File: src/rtl/seq_alu.sv
// rtl/seq_alu.sv - multi-cycle ALU: single-cycle logic/shift/add ops, iterative MUL/DIV
module seq_alu #(
    parameter int XLEN = 32,
    parameter int SHW  = $clog2(XLEN)
) (
    input  logic            clk,
    input  logic            rst_n,
    input  logic            flush,
    input  logic            in_valid,
    output logic            in_ready,
    input  logic [XLEN-1:0] A,
    input  logic [XLEN-1:0] B,
    input  logic [3:0]      SEL,
    output logic            out_valid,
    input  logic            out_ready,
    output logic [XLEN-1:0] F,
    output logic            overflow
);

    localparam int CW = $clog2(XLEN);
    localparam logic [CW-1:0] LAST = CW'(XLEN - 1);

    localparam logic [3:0] OP_ADD  = 4'd1;
    localparam logic [3:0] OP_SUB  = 4'd2;
    localparam logic [3:0] OP_AND  = 4'd3;
    localparam logic [3:0] OP_OR   = 4'd4;
    localparam logic [3:0] OP_XOR  = 4'd5;
    localparam logic [3:0] OP_SRL  = 4'd6;
    localparam logic [3:0] OP_SRA  = 4'd7;
    localparam logic [3:0] OP_SLL  = 4'd8;
    localparam logic [3:0] OP_MUL  = 4'd9;
    localparam logic [3:0] OP_MULH = 4'd10;
    localparam logic [3:0] OP_DIV  = 4'd11;
    localparam logic [3:0] OP_DIVU = 4'd12;
    localparam logic [3:0] OP_REM  = 4'd13;
    localparam logic [3:0] OP_REMU = 4'd14;

    localparam logic [XLEN-1:0] MIN_SIGNED = {1'b1, {(XLEN-1){1'b0}}};

    typedef enum logic [1:0] {
        IDLE = 2'd0,
        EXEC = 2'd1,
        DONE = 2'd2
    } state_t;

    state_t state, state_n;

    logic [CW-1:0]   cnt;
    logic [3:0]      op;
    logic [XLEN-1:0] hi, lo, mc;
    logic            neg;

    logic            accept;
    logic            b_zero, div_ovf, is_muldiv, is_div_sel, special, is_iter;
    logic            is_mul_sel, signed_sel, neg_n;
    logic [XLEN-1:0] a_mag, b_mag;
    logic [XLEN:0]   sum;
    logic [XLEN-1:0] res_f;
    logic            res_o;

    logic            op_mul, last;
    logic [XLEN:0]   mul_sum, div_sh, div_tr;
    logic            div_ge;
    logic [XLEN-1:0] hi_n, lo_n, fin_f;

    assign out_valid = (state == DONE);
    assign in_ready  = !flush && ((state == IDLE) || ((state == DONE) && out_ready));
    assign accept    = in_valid && in_ready;

    // Operation classification at the input port
    assign b_zero     = (B == '0);
    assign div_ovf    = (A == MIN_SIGNED) && (B == '1);
    assign is_muldiv  = (SEL >= OP_MUL) && (SEL <= OP_REMU);
    assign is_div_sel = (SEL >= OP_DIV) && (SEL <= OP_REMU);
    assign special    = (is_div_sel && b_zero) ||
                        (((SEL == OP_DIV) || (SEL == OP_REM)) && div_ovf);
    assign is_iter    = is_muldiv && !special;
    assign is_mul_sel = (SEL == OP_MUL) || (SEL == OP_MULH);
    assign signed_sel = (SEL == OP_MULH) || (SEL == OP_DIV) || (SEL == OP_REM);
    assign a_mag      = (signed_sel && A[XLEN-1]) ? (~A + 1'b1) : A;
    assign b_mag      = (signed_sel && B[XLEN-1]) ? (~B + 1'b1) : B;

    // Remainder takes the dividend's sign; quotient and product the XOR of both
    always_comb begin
        neg_n = 1'b0;
        if ((SEL == OP_MULH) || (SEL == OP_DIV))
            neg_n = A[XLEN-1] ^ B[XLEN-1];
        else if (SEL == OP_REM)
            neg_n = A[XLEN-1];
    end

    assign sum = {1'b0, A} + {1'b0, B};

    always_comb begin
        res_f = '0;
        res_o = 1'b0;
        case (SEL)
            OP_ADD: begin
                res_f = sum[XLEN-1:0];
                res_o = sum[XLEN];
            end
            OP_SUB: begin
                res_f = A - B;
                res_o = (A < B);
            end
            OP_AND:  res_f = A & B;
            OP_OR:   res_f = A | B;
            OP_XOR:  res_f = A ^ B;
            OP_SRL:  res_f = A >> B[SHW-1:0];
            OP_SRA:  res_f = $unsigned($signed(A) >>> B[SHW-1:0]);
            OP_SLL:  res_f = A << B[SHW-1:0];
            OP_DIV, OP_DIVU: res_f = b_zero ? '1 : A;
            OP_REM, OP_REMU: res_f = b_zero ? A : '0;
            default: res_f = '0;
        endcase
    end

    // One iteration: shift-add multiply or restoring divide (hi = remainder, lo = quotient)
    assign op_mul  = (op == OP_MUL) || (op == OP_MULH);
    assign last    = (cnt == LAST);
    assign mul_sum = {1'b0, hi} + (lo[0] ? {1'b0, mc} : '0);
    assign div_sh  = {hi, lo[XLEN-1]};
    assign div_tr  = div_sh - {1'b0, mc};
    assign div_ge  = !div_tr[XLEN];

    always_comb begin
        hi_n = hi;
        lo_n = lo;
        if (op_mul) begin
            hi_n = mul_sum[XLEN:1];
            lo_n = {mul_sum[0], lo[XLEN-1:1]};
        end else begin
            hi_n = div_ge ? div_tr[XLEN-1:0] : div_sh[XLEN-1:0];
            lo_n = {lo[XLEN-2:0], div_ge};
        end
    end

    // Sign fix on the final step; high half of -{hi,lo} is ~hi plus the carry out of ~lo+1
    always_comb begin
        fin_f = '0;
        case (op)
            OP_MUL:           fin_f = lo_n;
            OP_MULH:          fin_f = neg ? (~hi_n + XLEN'(lo_n == '0)) : hi_n;
            OP_DIV, OP_DIVU:  fin_f = neg ? (~lo_n + 1'b1) : lo_n;
            OP_REM, OP_REMU:  fin_f = neg ? (~hi_n + 1'b1) : hi_n;
            default:          fin_f = '0;
        endcase
    end

    always_comb begin
        state_n = state;
        if (flush) begin
            state_n = IDLE;
        end else begin
            case (state)
                IDLE: if (accept) state_n = is_iter ? EXEC : DONE;
                EXEC: if (last) state_n = DONE;
                DONE: begin
                    if (out_ready)
                        state_n = accept ? (is_iter ? EXEC : DONE) : IDLE;
                end
                default: state_n = IDLE;
            endcase
        end
    end

    always_ff @(posedge clk or negedge rst_n) begin
        if (!rst_n)
            state <= IDLE;
        else
            state <= state_n;
    end

    always_ff @(posedge clk or negedge rst_n) begin
        if (!rst_n) begin
            F        <= '0;
            overflow <= 1'b0;
            cnt      <= '0;
            op       <= '0;
            hi       <= '0;
            lo       <= '0;
            mc       <= '0;
            neg      <= 1'b0;
        end else if (flush) begin
            cnt <= '0;
        end else if (accept) begin
            op  <= SEL;
            cnt <= '0;
            if (is_iter) begin
                hi  <= '0;
                lo  <= is_mul_sel ? b_mag : a_mag;
                mc  <= is_mul_sel ? a_mag : b_mag;
                neg <= neg_n;
            end else begin
                F        <= res_f;
                overflow <= res_o;
            end
        end else if (state == EXEC) begin
            hi <= hi_n;
            lo <= lo_n;
            if (last) begin
                cnt      <= '0;
                F        <= fin_f;
                overflow <= 1'b0;
            end else begin
                cnt <= cnt + CW'(1);
            end
        end
    end

endmodule
File: config.mk
export PLATFORM = sky130hd
export DESIGN_NAME = seq_alu
export DESIGN_NICKNAME = d
export VERILOG_FILES = /design/src/rtl/seq_alu.sv
export SDC_FILE = /design/constraint.sdc
export NUM_CORES = 1
export LEC_CHECK = 0
export ABC_AREA = 1
export CORE_MARGIN = 3
export CORE_UTILIZATION = 35
export CTS_CLUSTER_SIZE = 20
export DETAILED_ROUTE_END_ITERATION = 7
export PLACE_DENSITY = 0.61
export SLEW_MARGIN = 10
export SYNTH_ARGS = -nofsm -noshare
export SYNTH_HDL_FRONTEND = slang
export SYNTH_SLANG_ARGS = --single-unit
File: constraint.sdc
create_clock -name clk -period 9 [get_ports clk]
set_input_delay 1.8 -clock clk [delete_from_list [all_inputs] [get_ports clk]]
set_output_delay 1.8 -clock clk [all_outputs]
set_load 0.02 [all_outputs]
After elaboration in Yosys (flattened, before gate mapping)
Cells that the tools add are included.
Widths: inputs -> output; s select.
{ "word_totals": {"reg_bits": 141, "inputBits": 73, "output_inout_bits": 35, "word_cells": 144} }
{ "classes": {"add_sub_neg": 10, "n_lt_le_gt_ge": 4, "eq_ne": 30, "n_shift": 3, "n_mux": 43, "bitwise_logic": 9, "n_reduce_logical": 36} }
{ "op_table": {"columns": ["cell", "n"], "rows": [
  ["$mux 32", 23],
  ["$pmux 32 s10", 1],
  ["$add 32x1->32 const B", 4],
  ["$not 32->32", 4],
  ["$pmux 32 s4", 1],
  ["$add 32x32->33", 2],
  ["$eq 32x32->1 const B", 2],
  ["$logic_not 32->1", 2],
  ["$eq 4x4->1 const B", 13],
  ["$sub 33x32->33", 1],
  ["$add 32x1->32", 1],
  ["$and 32x32->32", 1],
  ["$lt 32x32->1", 1],
  ["$or 32x32->32", 1],
  ["$shl 32x5->32", 1],
  ["$shr 32x5->32", 1],
  ["$sshr 32x5->32", 1],
  ["$sub 32x32->32", 1],
  ["$xor 32x32->32", 1],
  ["$mux 5", 4],
  ["$eq 4x3->1 const B", 4],
  ["$mux 2", 6],
  ["$logic_and 1x1->1", 11],
  ["$reduce_and 3->1", 3],
  ["25 further kinds", 45]
]} }

Logic depth before layout (Yosys ltp)
{ "logic_depth": {"ltp_word": 11, "ltp_mapped": 41, "ltp_nobuf": 40} }

Least setup slack after synthesis
OpenSTA, ideal clock, no wires.
{ "synth_path": {"path_kind": "input-to-reg", "start": "input port B[4]", "end": "register F[27]", "setup_ns": 0.117, "t_arrival_ns": 5.017, "required_ns": 8.883, "setup_slack_ns": 3.866, "cell_stages": 23, "path_buffers": 4, "cell_sequence": "clkbuf_1 inv_1 clkbuf_1 clkbuf_1 ha_1 clkbuf_1 nor2_1 nand3_1 o311ai_0 nand3_1 nand2_1 nand2_1 inv_1 nor2_1 o21ai_0 a21o_1 a21oi_1 o21ai_0 nand3b_1 nand2_1 nand2_1 nand2_1 nand2_1"} }
{ "synth_between": {"elab_chain_cells": 8, "word_cells_on_any_way": 20, "cone_classes": "add/sub: 2; eq/ne: 2; shift: 3; mux: 5; reduce/logical: 8"} }
{ "synth_lines": {"columns": ["item", "line_no", "rtl"], "rows": [
  ["start, declared", "12", "input logic [XLEN-1:0] B,"],
  ["branches (longest 8 deep; another with $sub 32x32->32)", null, null],
  ["end signal, assigned", "195", "F <= res_f;"],
  ["end signal, assigned", "203", "F <= fin_f;"],
  ["end, declared", "16", "output logic [XLEN-1:0] F,"]
]} }
Parallel ways; which one is timed is not known. The select of a mux whose other input is x is not followed.
A chain may end at the register's enable or synchronous reset.

Worst setup path in the final report
{ "layout_path": {"start": "register lo[31]", "end": "register F[13]"} }
{ "layout_between": {"elab_chain_cells": 10, "word_cells_on_any_way": 18, "cone_classes": "add/sub: 4; mux: 10; bitwise: 2; reduce/logical: 2"} }
{ "layout_lines": {"columns": ["item", "line_no", "rtl"], "rows": [
  ["start, declared", "50", "logic [XLEN-1:0] hi, lo, mc;"],
  ["start signal, assigned", "191", "lo <= is_mul_sel ? b_mag : a_mag;"],
  ["start signal, assigned", "200", "lo <= lo_n;"],
  ["$sub 33x32->33", "123", "assign div_tr = div_sh - {1'b0, mc};"],
  ["$logic_not 1->1 or $mux 32 (tied branches)", "124, 133", null],
  ["$mux 32", "129", "if (op_mul) begin"],
  ["$logic_not 32->1, or another cell as far along", "143", "OP_MULH: fin_f = neg ? (~hi_n + XLEN'(lo_n == '0)) : hi_n;"],
  ["$add 32x1->32, on equally long branches", "143, 144, 145", null],
  ["$mux 32, on equally long branches", "143, 144, 145", null],
  ["$pmux 32 s4 *", "141", "case (op)"],
  ["$mux 32 *", "201", "if (last) begin"],
  ["$mux 32 *", "198", "end else if (state == EXEC) begin"],
  ["$mux 32 *", "186", "end else if (accept) begin"]
]} }
Mark *: on every way between the ends. The rest lies on a longest branch, timed or not. The select of a mux whose other input is x is not followed.

==> impl_results.md <==
- Async set or reset register ratio after synthesis: 100%
- Sum of overflow across all layers after global routing: 0
- Initial antenna violation count: 3
- Leak pwr: roughly 14 nW
- Commonest cells in the synthesized netlist: 1245 x nand2_1, 627 x inv_1, 438 x nor2_1, 407 x o21ai_0, 395 x nand3_1
- Count of inserted antenna diode cells: 0
- Clock tree skew after final layout: between 0.01 and 0.015 ns
- Cell area after technology mapping: 26500 µm²
- Die height: ~280 µm
- Final clock period utilization by the worst path: 73.6%
- Via count of the first global-routing pass: approximately 32000
- Initial standard-cell utilization of the core: a little over a third
- Num Clock Sinks: ~140
- Count of nets after finishing: 4954
- PwrDens: 292 nW/µm²
- Final number of max-transition violations: 0
- Proportion of synthesized chip area in sequential cells: 13.3%
- Area used by multi-input combinational logic: between 15000 and 20000 µm²
- Fill cell count: between 8000 and 9000
- Top achievable clock speed: 151 MHz
- R2r endpoint: F[13]
- Register clock-pin slew on the reported worst setup and hold paths: 0.07 ns
- Largest net degree at the start of global routing: 80
- Number of resized instances in the post-cts repair step: 0
- Final setup viols: 0
- Area growth from synthesis to final layout: 9.11%
- Sw Ratio: 63.6%
- Count of state elements after synthesis: roughly 140
- Startpoint of the lowest-slack register-to-register path: lo[31]
- Post-route total power: 8.44 mW
- Vias after detailed routing: 33800
- Slowest stage delay, CP: roughly 0.66 ns
- Hold_buf cts: 0
- Kind of critical path: reg2reg
- RSZ-0062 raised after global routing: no
- Finished Core Util: 38.7%
- Critical path endpoint category: register
- Relative slew slack: a little under a fifth
- Number of H-tree levels: 4
- Int Pwr: around 3.1 mW
- Post-DR vias/cell: 5.95
- Post-Syn Instances: approximately 4700
- First-iteration detailed-routing DRC count: around 4300
- Sequential cell area: 3530 µm²
- Number of cell instances on the worst register-to-register path: 36
- TritonCTS Buffers: 17
- Routability cong.: 1.09
- Pre-Repair DR Iteration Count: 7
- Register-to-Register Setup Slack: roughly 2.4 ns
- Most used DFF post-synth: dfrtp_1
- Number of remaining DRC errors: 0
- Gate power share: 77.0%
- Area of all placed cells without fillers: 28900 µm²
- Leading cell types by total area after synthesis: nand2_1 18%, dfrtp_1 13%, inv_1 8.9%
- Clock tree from TritonCTS: built
- Share of the synthesized area in the top cell type: between 15 and 20%
- Count of buffers inserted at the top-level ports: about 110
- Die Footprint: between 70000 and 80000 µm²
- Run status: complete, no violations
- Later-pin clock latency in the skew report: 0.48 ns
- Global-route wire length before repair: 220 mm
- Count of unique library cells instantiated by Yosys: between 70 and 80
- Overall routed net length: roughly 150 mm
- Number of warnings issued by yosys: 0
- Sequential group share of total power: between 10% and 20%
- Largest buffer count on any clock path: 2
- Critical Path Fanout Max: 11
- Average wire length per cell after detail routing: 27.2 µm
- Worst path slowest cell: nor4_1
- Post-Route Hold Slack: between 0.4 and 0.5 ns
- Total count of hold-check failures in the final report: 0
- Worst min-delay path endpoint: F[30]
- Net count after synthesis: 4968
- Worst Hold Launch: F[30]
- Worst hold path cell count: 2
- Final antenna-violating net count: 0
- Clock period minus worst slack: ~6.6 ns
- Sw power: 5.37 mW
- Post-CTS setup repair buffer count: 0
- Number of enable flip-flop cells after synthesis: 0
- Sort of element at the start of the critical path: register
- Mean Syn Cell Area: ~5.6 µm²
- Standard cell area after detailed placement: 28400 µm²
- Maximum VDD drop: 152 µV
- Root buf cell: clkbuf_16
- GRT Resource Usage Total: 38.3%
- I/O pin count: between 100 and 150
- Std-Cell Core Area: 74700 µm²
- Fraction of final layout cells with drive strength greater than 1: 5.17%
- Max-Cap Viols: 0
- Share of power burned in the clock network: between 8 and 9%
- Path category of the worst min-delay check: reg2reg
- Arr. time, crit path: 6.97 ns
- Top cell type by total area after synthesis: nand2_1
- HPWL after detailed placement: 127 mm
- Data required time of the critical path: between 9 and 10 ns
- Cell repeated most along the worst path: nand2_1
- Top-count cell post-synth: nand2_1
- Transition time of the tightest slew-check pin: roughly 1.2 ns
- Aggregate negative setup slack: 0 ns
- Horizontal extent of the die: 281 µm
- # rows: 100
## layout make-up
class                           count  area share (%)
Multi-Input combinational cell   3731            68.0
Sequential cell                   141            12.2
Inverter                          646            8.38
Timing Repair Buffer              170            5.31
Tap cell                          969            4.19
Clock buffer                       18            1.48
Clock inverter                     13           0.445
## registers in the layout (all words and copies together) (netlist names)
signal and flops:
lo 32, overflow 1, neg 1, hi 32, mc 32, F 32
op 4, state 2, cnt 5
## worst max-delay path, delay by kind of cell, from the launching register on
kind	cells	cell delay [ns]
AND/OR/NAND/NOR	24	3.74
flip-flops	1	0.41
buffers and inverters	4	0.47
AO/OA/AOI/OAI	4	0.63
adder cells (fa/ha/maj)	4	1.20
## routing by layer
| metal | vias to the layer above | global-route usage, % | part of all wire, % |
|---|---|---|---|
| li1 | 15700 | - | - |
| met1 | 15800 | 46.0 | 39 |
| met2 | 1875 | 61.1 | 44 |
| met3 | 443 | 6.38 | 8.1 |
| met4 | 4 | 29.4 | 9.2 |
| met5 | - | 0 | 0.017 |
## cell families after synthesis
kind of cell,after synthesis,share of synthesized area (%)
flip-flops,141,13.3
XOR/XNOR,81,2.68
buffers and inverters,849,12.6
multiplexers,19,0.717
AO/OA/AOI/OAI,1107,24.3
AND/OR/NAND/NOR,2350,38.1
adder cells (fa/ha/maj),174,8.32
## cells in the final DEF (no fill, tap or decap), drive strengths merged, types with 47 or more instances in the layout
| master | count |
|---|---|
| dfrtp | 141 |
| nand4 | 51 |
| clkdlybuf4s50 | 104 |
| nand3 | 406 |
| o22ai | 58 |
| nor3 | 55 |
| buf | 66 |
| o21ai | 441 |
| o211ai | 47 |
| a21oi | 345 |
| nor2 | 464 |
| xor2 | 76 |
| ha | 170 |
| nand2 | 1288 |
| inv | 647 |
## through the flow
step,std cells,setup slack (ns)
3_5_place_dp,5657,2.23
6_report,5688,2.37
5_1_grt,5688,2.03
2_1_floorplan,4721,3.87
3_3_place_gp,5657,2.09
4_1_cts,5688,2.45
## power groups by stage
stage	clock network, mW	logic (mW)	registers, mW
2_1_floorplan	0	4.13	1.11
3_3_place_gp	0	6.30	1.21
3_5_place_dp	0	6.30	1.21
4_1_cts	0.730	6.33	1.20
5_1_grt	0.754	7.07	1.23
6_report	0.729	6.50	1.21
## worst max path at each step
stage	start	endpoint	slack (ns)	depth (start not counted)
after CTS	lo[31]	F[13]	2.45	36
final	lo[31]	F[13]	2.37	36
after global routing	lo[31]	F[26]	2.03	38
after detailed placement	B[3]	F[14]	2.23	19
after floorplan	B[4]	F[27]	3.87	23
after global placement	B[3]	F[14]	2.09	19
(Power assumes the default switching activity.)
